==> src/rtl/apb_cmd_master_pkg.sv <==
// Shared constants and FSM encoding for the APB command master and the UART
// register map that it drives.
package apb_cmd_master_pkg;

    localparam int BITWIDTH = 8;
    localparam int ADDRW    = 2;

    localparam logic [ADDRW-1:0] REG_BAUD = 2'b00;
    localparam logic [ADDRW-1:0] REG_PREC = 2'b01;
    localparam logic [ADDRW-1:0] REG_DATA = 2'b10;
    localparam logic [ADDRW-1:0] REG_CTRL = 2'b11;

    typedef enum logic [1:0] {
        ST_IDLE   = 2'b00,
        ST_ACCESS = 2'b10,
        ST_SETUP  = 2'b11
    } state_e;

endpackage

==> src/rtl/apb_cmd_fifo.sv <==
// Synchronous show-ahead command FIFO. A push while full is dropped; a pop
// while empty is ignored.
module apb_cmd_fifo #(
    parameter int WIDTH = 11,
    parameter int DEPTH = 4
) (
    input  logic                     clk,
    input  logic                     rst_n,
    input  logic                     push,
    input  logic [WIDTH-1:0]         push_data,
    input  logic                     pop,
    output logic [WIDTH-1:0]         head,
    output logic                     full,
    output logic                     empty,
    output logic [$clog2(DEPTH):0]   count
);

    localparam int AW = $clog2(DEPTH);
    localparam logic [AW:0]   FULL_COUNT = DEPTH[AW:0];
    localparam logic [AW:0]   CNT_ONE    = 1;
    localparam logic [AW-1:0] PTR_ONE    = 1;

    logic [WIDTH-1:0] mem [DEPTH];
    logic [AW-1:0]    wr_ptr;
    logic [AW-1:0]    rd_ptr;
    logic             push_ok;
    logic             pop_ok;

    assign full    = (count == FULL_COUNT);
    assign empty   = (count == '0);
    assign push_ok = push && !full;
    assign pop_ok  = pop && !empty;
    assign head    = mem[rd_ptr];

    // NOTE: storage has no reset; count/pointers define validity, and
    // resetting the array would only turn plain RAM into flops.
    always_ff @(posedge clk) begin
        if (push_ok) begin
            mem[wr_ptr] <= push_data;
        end
    end

    // NOTE: state registers use non-blocking assignments so every flop
    // samples the pre-edge values of its neighbours.
    always_ff @(posedge clk or negedge rst_n) begin
        if (!rst_n) begin
            wr_ptr <= '0;
            rd_ptr <= '0;
            count  <= '0;
        end else begin
            if (push_ok) begin
                wr_ptr <= wr_ptr + PTR_ONE;
            end
            if (pop_ok) begin
                rd_ptr <= rd_ptr + PTR_ONE;
            end
            unique case ({push_ok, pop_ok})
                2'b10:   count <= count + CNT_ONE;
                2'b01:   count <= count - CNT_ONE;
                default: count <= count;
            endcase
        end
    end

endmodule

==> src/rtl/apb_cmd_master.sv <==
// APB initiator: queued commands become SETUP/ACCESS transfers, each ending in
// a one-cycle response carrying read data or a PREADY timeout error.
module apb_cmd_master #(
    parameter int BITWIDTH = apb_cmd_master_pkg::BITWIDTH,
    parameter int ADDRW    = apb_cmd_master_pkg::ADDRW,
    parameter int QDEPTH   = 4,
    parameter int TIMEOUT  = 16
) (
    input  logic                PCLK,
    input  logic                PRESETN,
    input  logic                cmd_valid,
    output logic                cmd_ready,
    input  logic                cmd_write,
    input  logic [ADDRW-1:0]    cmd_addr,
    input  logic [BITWIDTH-1:0] cmd_wdata,
    output logic                rsp_valid,
    output logic [BITWIDTH-1:0] rsp_rdata,
    output logic                rsp_err,
    output logic                busy,
    output logic                PSEL,
    output logic                PENABLE,
    output logic                PWRITE,
    output logic [ADDRW-1:0]    PADDR,
    output logic [BITWIDTH-1:0] PWDATA,
    input  logic [BITWIDTH-1:0] PRDATA,
    input  logic                PREADY
);

    import apb_cmd_master_pkg::*;

    localparam int EW = 1 + ADDRW + BITWIDTH;
    localparam int TW = $clog2(TIMEOUT + 1);
    localparam logic [TW-1:0] T_LAST = TW'(TIMEOUT - 1);
    localparam logic [TW-1:0] T_ONE  = 1;

    state_e                  state;
    state_e                  next_state;
    logic                    fifo_pop;
    logic                    fifo_full;
    logic                    fifo_empty;
    logic [EW-1:0]           fifo_head;
    logic [$clog2(QDEPTH):0] fifo_count;
    logic                    head_write;
    logic [ADDRW-1:0]        head_addr;
    logic [BITWIDTH-1:0]     head_wdata;
    logic [TW-1:0]           tcnt;
    logic                    done;
    logic                    abort;

    apb_cmd_fifo #(
        .WIDTH (EW),
        .DEPTH (QDEPTH)
    ) u_fifo (
        .clk       (PCLK),
        .rst_n     (PRESETN),
        .push      (cmd_valid),
        .push_data ({cmd_write, cmd_addr, cmd_wdata}),
        .pop       (fifo_pop),
        .head      (fifo_head),
        .full      (fifo_full),
        .empty     (fifo_empty),
        .count     (fifo_count)
    );

    assign head_write = fifo_head[EW-1];
    assign head_addr  = fifo_head[BITWIDTH +: ADDRW];
    assign head_wdata = fifo_head[BITWIDTH-1:0];

    assign cmd_ready = !fifo_full;
    assign busy      = (fifo_count != '0) || (state != ST_IDLE);

    // NOTE: every signal gets a default before the case, so no path leaves
    // one unassigned and no latch is inferred.
    always_comb begin
        next_state = state;
        fifo_pop   = 1'b0;
        done       = 1'b0;
        abort      = 1'b0;
        unique case (state)
            ST_IDLE: begin
                if (!fifo_empty) begin
                    next_state = ST_SETUP;
                    fifo_pop   = 1'b1;
                end
            end
            ST_SETUP: begin
                next_state = ST_ACCESS;
            end
            ST_ACCESS: begin
                if (PREADY) begin
                    done = 1'b1;
                    if (!fifo_empty) begin
                        next_state = ST_SETUP;
                        fifo_pop   = 1'b1;
                    end else begin
                        next_state = ST_IDLE;
                    end
                end else if (tcnt == T_LAST) begin
                    // Abort always passes through IDLE so PSEL drops for a cycle.
                    abort      = 1'b1;
                    next_state = ST_IDLE;
                end
            end
            default: begin
                next_state = ST_IDLE;
            end
        endcase
    end

    always_ff @(posedge PCLK or negedge PRESETN) begin
        if (!PRESETN) begin
            state     <= ST_IDLE;
            PSEL      <= 1'b0;
            PENABLE   <= 1'b0;
            PWRITE    <= 1'b0;
            PADDR     <= '0;
            PWDATA    <= '0;
            rsp_valid <= 1'b0;
            rsp_err   <= 1'b0;
            rsp_rdata <= '0;
            tcnt      <= '0;
        end else begin
            state     <= next_state;
            PSEL      <= (next_state != ST_IDLE);
            PENABLE   <= (next_state == ST_ACCESS);
            rsp_valid <= done || abort;
            rsp_err   <= abort;
            rsp_rdata <= (done && !PWRITE) ? PRDATA : '0;
            if (fifo_pop) begin
                PWRITE <= head_write;
                PADDR  <= head_addr;
                PWDATA <= head_write ? head_wdata : '0;
            end
            if (next_state == ST_SETUP) begin
                tcnt <= '0;
            end else if (state == ST_ACCESS) begin
                tcnt <= tcnt + T_ONE;
            end
        end
    end

endmodule

==> config.mk <==
export PLATFORM = sky130hd
export DESIGN_NAME = apb_cmd_master
export DESIGN_NICKNAME = d
export VERILOG_FILES = /design/src/rtl/apb_cmd_master_pkg.sv /design/src/rtl/apb_cmd_fifo.sv /design/src/rtl/apb_cmd_master.sv
export SDC_FILE = /design/constraint.sdc
export NUM_CORES = 1
export LEC_CHECK = 0
export CAP_MARGIN = 5
export CORE_MARGIN = 10
export CORE_UTILIZATION = 40
export CTS_CLUSTER_DIAMETER = 30
export DETAILED_ROUTE_END_ITERATION = 16
export PLACE_DENSITY = 0.69
export SKIP_CTS_REPAIR_TIMING = 1
export SYNTH_ARGS = -nofsm -noshare
export SYNTH_HDL_FRONTEND = slang
export SYNTH_SLANG_ARGS = --single-unit
==> constraint.sdc <==
create_clock -name PCLK -period 2.49 [get_ports PCLK]
set_input_delay 0.249 -clock PCLK [delete_from_list [all_inputs] [get_ports PCLK]]
set_output_delay 0.249 -clock PCLK [all_outputs]
set_load 0.005 [all_outputs]
# Word-level counts from Yosys, hierarchy flattened
# Memory sizes are Yosys's and may differ from the RTL's.
# Index checks and enable logic that the tools add are counted.
# totals
ff_bits	37
mem_bits_rw	44
in_bits	23
out_inout_bits	25
word_cells	62
memories	1
# op_classes
addsub	5
eq_ne	8
n_mux	20
n_reduce_logical	15
# mem_list
name	depth	word_bits	read_ports	rd_ports_with_merged_regs	wr	line	rtl
u_fifo.mem	4	11	1	0	1	apb_cmd_fifo.sv:23	logic [WIDTH-1:0] mem [DEPTH];
# ops
cell	count
8-bit two-way mux	2
2-bit == test (second input constant)	5
5-bit two-way mux	2
1-bit two-way mux	9
2-bit two-way mux	4
2-bit nonzero test	4
2-bit case mux with 3 select lines	1
3-bit case mux with 2 select lines	1
5-bit by 1-bit adder with 5-bit output (second input constant)	1
5-bit by 4-bit == test with 1-bit output (second input constant)	1
2-bit by 1-bit adder with 2-bit output (second input constant)	2
3-bit by 1-bit adder with 3-bit output (second input constant)	1
3-bit == test (second input constant)	1
1-bit logical AND	3
1-bit zero test	3
3-bit zero test	1
3-bit nonzero test	1
3-bit by 1-bit subtractor with 3-bit output (second input constant)	1
2-bit by 1-bit == test with 1-bit output (second input constant)	1
2-bit zero test	1
1-bit logical OR	2
1-bit case mux with 2 select lines	1

# Depth between registers and ports, before layout
# depth
ltp_word	7
ltp_mapped	9
depth_no_buf	9

# Cells and area by module
# Synthesis repeated with hierarchy kept, for this count alone.
# hier_totals
cells_unflattened	199
area_unflattened_um2	3223.1
# by_module_without_submodules
mod	instances	cells_each	area_per_inst_um2	seq_area_each_um2
apb_cmd_fifo	1	94	2031.9	1496.4
apb_cmd_master	1	105	1191.1	750.7

# Worst setup path before layout
# Ideal clock, no wire load.
# synth_timing
kind	register to register
from	register u_fifo.count[0]
to	register u_fifo.count[2]
setup_ps	79
arrival_ps	1980
t_required_ps	2411
path_slack_ps	431
stages_incl_launch_ff	10
n_path_buf	0
synth_period_minus_slack_ps	2059
cell_sequence	dfrtp_1 > or3b_4 > and2_4 > inv_1 > ha_1 > inv_1 > fa_1 > xor2_1 > nor2_1 > xor2_1
# synth_between
word_cells_on_any_way	15
cone_classes	add/sub (2); eq/ne (3); mux (4); reduce/logical (6)
# synth_lines
item	line	rtl
start: declaration	apb_cmd_fifo.sv:15	output logic [$clog2(DEPTH):0] count
start signal: assignment	apb_cmd_fifo.sv:58	2'b10: count <= count + CNT_ONE;
start signal: assignment	apb_cmd_fifo.sv:59	2'b01: count <= count - CNT_ONE;
start signal: assignment	apb_cmd_fifo.sv:60	default: count <= count;
3-bit == test (*)	apb_cmd_fifo.sv:29	assign full = (count == FULL_COUNT);
1-bit zero test (*)	n/a	
via cmd_ready	apb_cmd_master.sv:12	output logic cmd_ready,
1-bit logical AND (*)	apb_cmd_fifo.sv:31	assign push_ok = push && !full;
2-bit by 1-bit == test with 1-bit output / 2-bit == test (equally long branches)	apb_cmd_fifo.sv:57	unique case ({push_ok, pop_ok})
3-bit case mux with 2 select lines / 2-bit nonzero test (equally long branches)	n/a	
# Mark *: on every way through the listed nets, which the timed path passes. The rest lies on a longest branch.
# A chain may end at the register's enable or synchronous reset.

# Worst setup path after layout
# layout_timing
from	register u_fifo.count[0]
to	register u_fifo.count[2]
# layout_between
elab_chain_cells	7
word_cells_on_any_way	15
cone_classes	add/sub (2); eq/ne (3); mux (4); reduce/logical (6)
# layout_rtl
item	line	rtl
3-bit zero test	apb_cmd_fifo.sv:30	assign empty = (count == '0);
1-bit two-way mux	apb_cmd_master.sv:81, apb_cmd_master.sv:92	
1-bit two-way mux	apb_cmd_master.sv:90	if (PREADY) begin
1-bit case mux with 2 select lines	apb_cmd_master.sv:79	unique case (state)
1-bit logical AND	apb_cmd_fifo.sv:32	assign pop_ok = pop && !empty;
2-bit by 1-bit == test with 1-bit output / 2-bit == test (equally long branches)	apb_cmd_fifo.sv:57	
3-bit case mux with 2 select lines / 2-bit nonzero test (equally long branches)	n/a	
# Several ways; a longest one is shown, not always the timed one.

==> impl_metrics.tcl <==
set metrics [dict create \
    fmax_mhz 450 \
    die_w_um 109 \
    ys_seq_area_share_pct 70.2 \
    avgSynthCellArea_um2 16.7 \
    ys_seq_elements 81 \
    clockBufferDepth 2 \
    grt_first_pass_wirelength_mm 9.15 \
    synth_top_family_by_area "multiplexers" \
    htree_levels 3 \
    grt_usage_pct 10.1 \
    synth_ff_type "edfxtp_1" \
    grt_max_degree 38 \
    crit_path_end_kind "flop" \
    synth-simple-area-share_pct 8.40 \
    gr-total-overflow 0 \
    start_util_pct 41.2 \
    criticalPathCategory "flop to flop" \
    cp_max_fo 6 \
    drtIter0Drc 36 \
    drv_cap 0 \
    setup_viol 0 \
    synth_edf_count 44 \
    wire_per_inst_um 16.0 \
    synth.area.mux_share_pct 12.4 \
    syn-instance-count 192 \
    vias_per_cell 4.74 \
    die_h_um 109 \
    synth_area_leaders "edfxtp_1 (41%), dfrtp_1 (29%), mux4_2 (7.7%), mux2i_1 (3.1%), ha_1 (2.7%)" \
    antenna_found_initial 0 \
    start_kind "flop" \
    grt_pass1_vias 1758 \
    synth-compound-area-share_pct 0.703 \
    leakage_nw 1.56 \
    finalSetupTns_ns 0 \
    place_congestion 0.705 \
    worst_ep_required_time_ns 2.75 \
    synth_xor_area_share_pct 2.19 \
    crit_chain "or3b_4, and2_4, inv_1, ha_1, inv_1, fa_1, xor2_1, nor2_1, xor2_1" \
    synth_nets 223 \
    synth_cell_types 35 \
    nNetsFinal 279 \
    vias 1683 \
    synth_most_common_cell "edfxtp_1" \
    peakVddDrop_mv 0.412 \
    synth_area_um2 3200 \
    dp_hpwl_mm 4.00 \
    slew_viol_final 0 \
    dr.pass1.iters 4 \
    outcome "complete, no violations" \
    power_mw 4.38 \
    cp_slowest_stage_delay_ns 0.43 \
    cts.sinks 81 \
    fin_skew_ns 0.00647 \
    coreArea_um2 7770 \
    drtAntennaViolNets 0 \
    netlist.area_leader.share_pct 41.3 \
    rows 32 \
    pin_count 48 \
    n_antenna_cell 0 \
    critPathArrivalTime_ns 2.48 \
    numPortBuffers 47 \
    cts_root_buffer "clkbuf_8" \
    min_period_ns 2.22 \
    async_reset_ff_share_pct 45.7 \
    slew-limit-headroom_pct 44.9 \
    hold_violations 0 \
    worst_pin_slew_ns 0.827 \
    clock_latency_ns 0.34 \
    synth_warnings 0 \
    drt_wl_total_mm 5.67 \
    rsz0062_at_grt "false" \
    synth_commonest_cells "edfxtp_1 (44), dfrtp_1 (37), inv_1 (15)" \
    cp_slowest_cell "dfrtp_1" \
    synthAdderAreaFrac_pct 3.36 \
    cts_tree "built" \
    drive_gt1_share_pct 17.4 \
    hp-class "input port to async pin" \
    syn_to_final_growth_pct 24.1 \
    dieArea_um2 12000 \
    post-route-drc-count 0 \
    numCtsBuffers 9 \
    cts.clk_slew.worst_paths_ns 0.08 \
    synth_top_cell_by_area "edfxtp_1" \
    power_density_nw_per_um2 1100 \
    finalCritPeriodShare_pct 89.2 \
]
critical path, delay by kind of cell, from the launching register on:
kind	cells	cell delay (ns)
XOR/XNOR	2	0.32
flip-flops	1	0.43
buffers and inverters	2	0.12
AND/OR/NAND/NOR	3	0.72
adder cells (fa/ha/maj)	2	0.54
metrics by stage:
step	instance area (um2)	util (%)	std cells	hold WS (ns)	setup slack, ns
after floorplan	3200	-	192	-0.0466	0.431
after global placement	3790	48.8	339	0.390	0.356
after detailed placement	3790	48.8	339	0.397	0.260
after CTS	3980	51.2	355	0.0231	0.241
after global routing	3980	51.2	355	0.0537	0.130
final	3980	51.2	355	0.00586	0.269
kinds of logic (layout without fill, tap and decap cells):
logic type                 after synthesis  after routing
and+or+nand+nor                         46             46
buffers and inverters                   20             81
muxes                                   25             25
DFF                                     81             81
adders and majority gates                8              8
AOI/OAI and AO/OA                        4              4
xor gates and xnor gates                 8              8
area by class of cell:
type	instances	area, um2
clock buffer	9	124
clock inverter	7	61.3
fill	683	3790
inverter	15	56.3
multi-input combinational	91	871
sequential	81	2250
tap	102	128
timing repair buffer	50	488
path summary, 6_finish.rpt:
check,from,endpoint,slack (ns),cells past startpoint
worst max-delay path,u_fifo.count[0],u_fifo.count[2],0.27,9
worst min-delay path,PRESETN,tcnt[0],0.006,1
worst max register to register,u_fifo.count[0],u_fifo.count[2],0.27,9
worst min register to register,PADDR[1],PADDR[1],0.52,1
max in group asynchronous,PRESETN,PWDATA[4],1.96,1
min in group PCLK,PRDATA[0],rsp_rdata[0],0.46,2
cell usage in the layout, fill, tap and decap left out, drive strengths merged:
cell type	n
clkdlybuf4s50	46
edfxtp	44
dfrtp	37
inv	15
mux4	11
nand2	10
mux2i	10
clkbuf	9
and2	9
nor2	7
ha	7
xor2	6
and3	5
mux2	4
clkinv	4
buf	4
or2	3
nor3	3
xnor2	2
a21oi	2
clkinvlp	2
nor3b	2
nor2b	1
o21a	1
nand2b	1
or3b	1
nand3	1
o21ai	1
or3	1
nand3b	1
nor4b	1
fa	1
bufinv	1
power breakdown:
part / switching, mW / internal (mW)
clock network: 0.435 / 0.451
registers: 0.217 / 1.79
logic: 0.674 / 0.811
layer usage:
layer  vias to the layer above  part of all wire, %  track usage, %
met5                         -                    0               0
met4                         0                  1.1            3.62
met1                       836                   43            11.7
met3                         6                  7.1            4.33
li1                        795                    -               -
met2                        46                   49            16.4
state kept, by name (all words and copies together), names as in the netlist:
name,flops
u_fifo.count,3
tcnt,5
u_fifo.mem,44
PWRITE,1
PADDR,2
rsp_rdata,8
PENABLE,1
state,2
u_fifo.wr_ptr,2
rsp_valid,1
u_fifo.rd_ptr,2
rsp_err,1
PSEL,1
PWDATA,8
(Power assumes the default switching activity.)
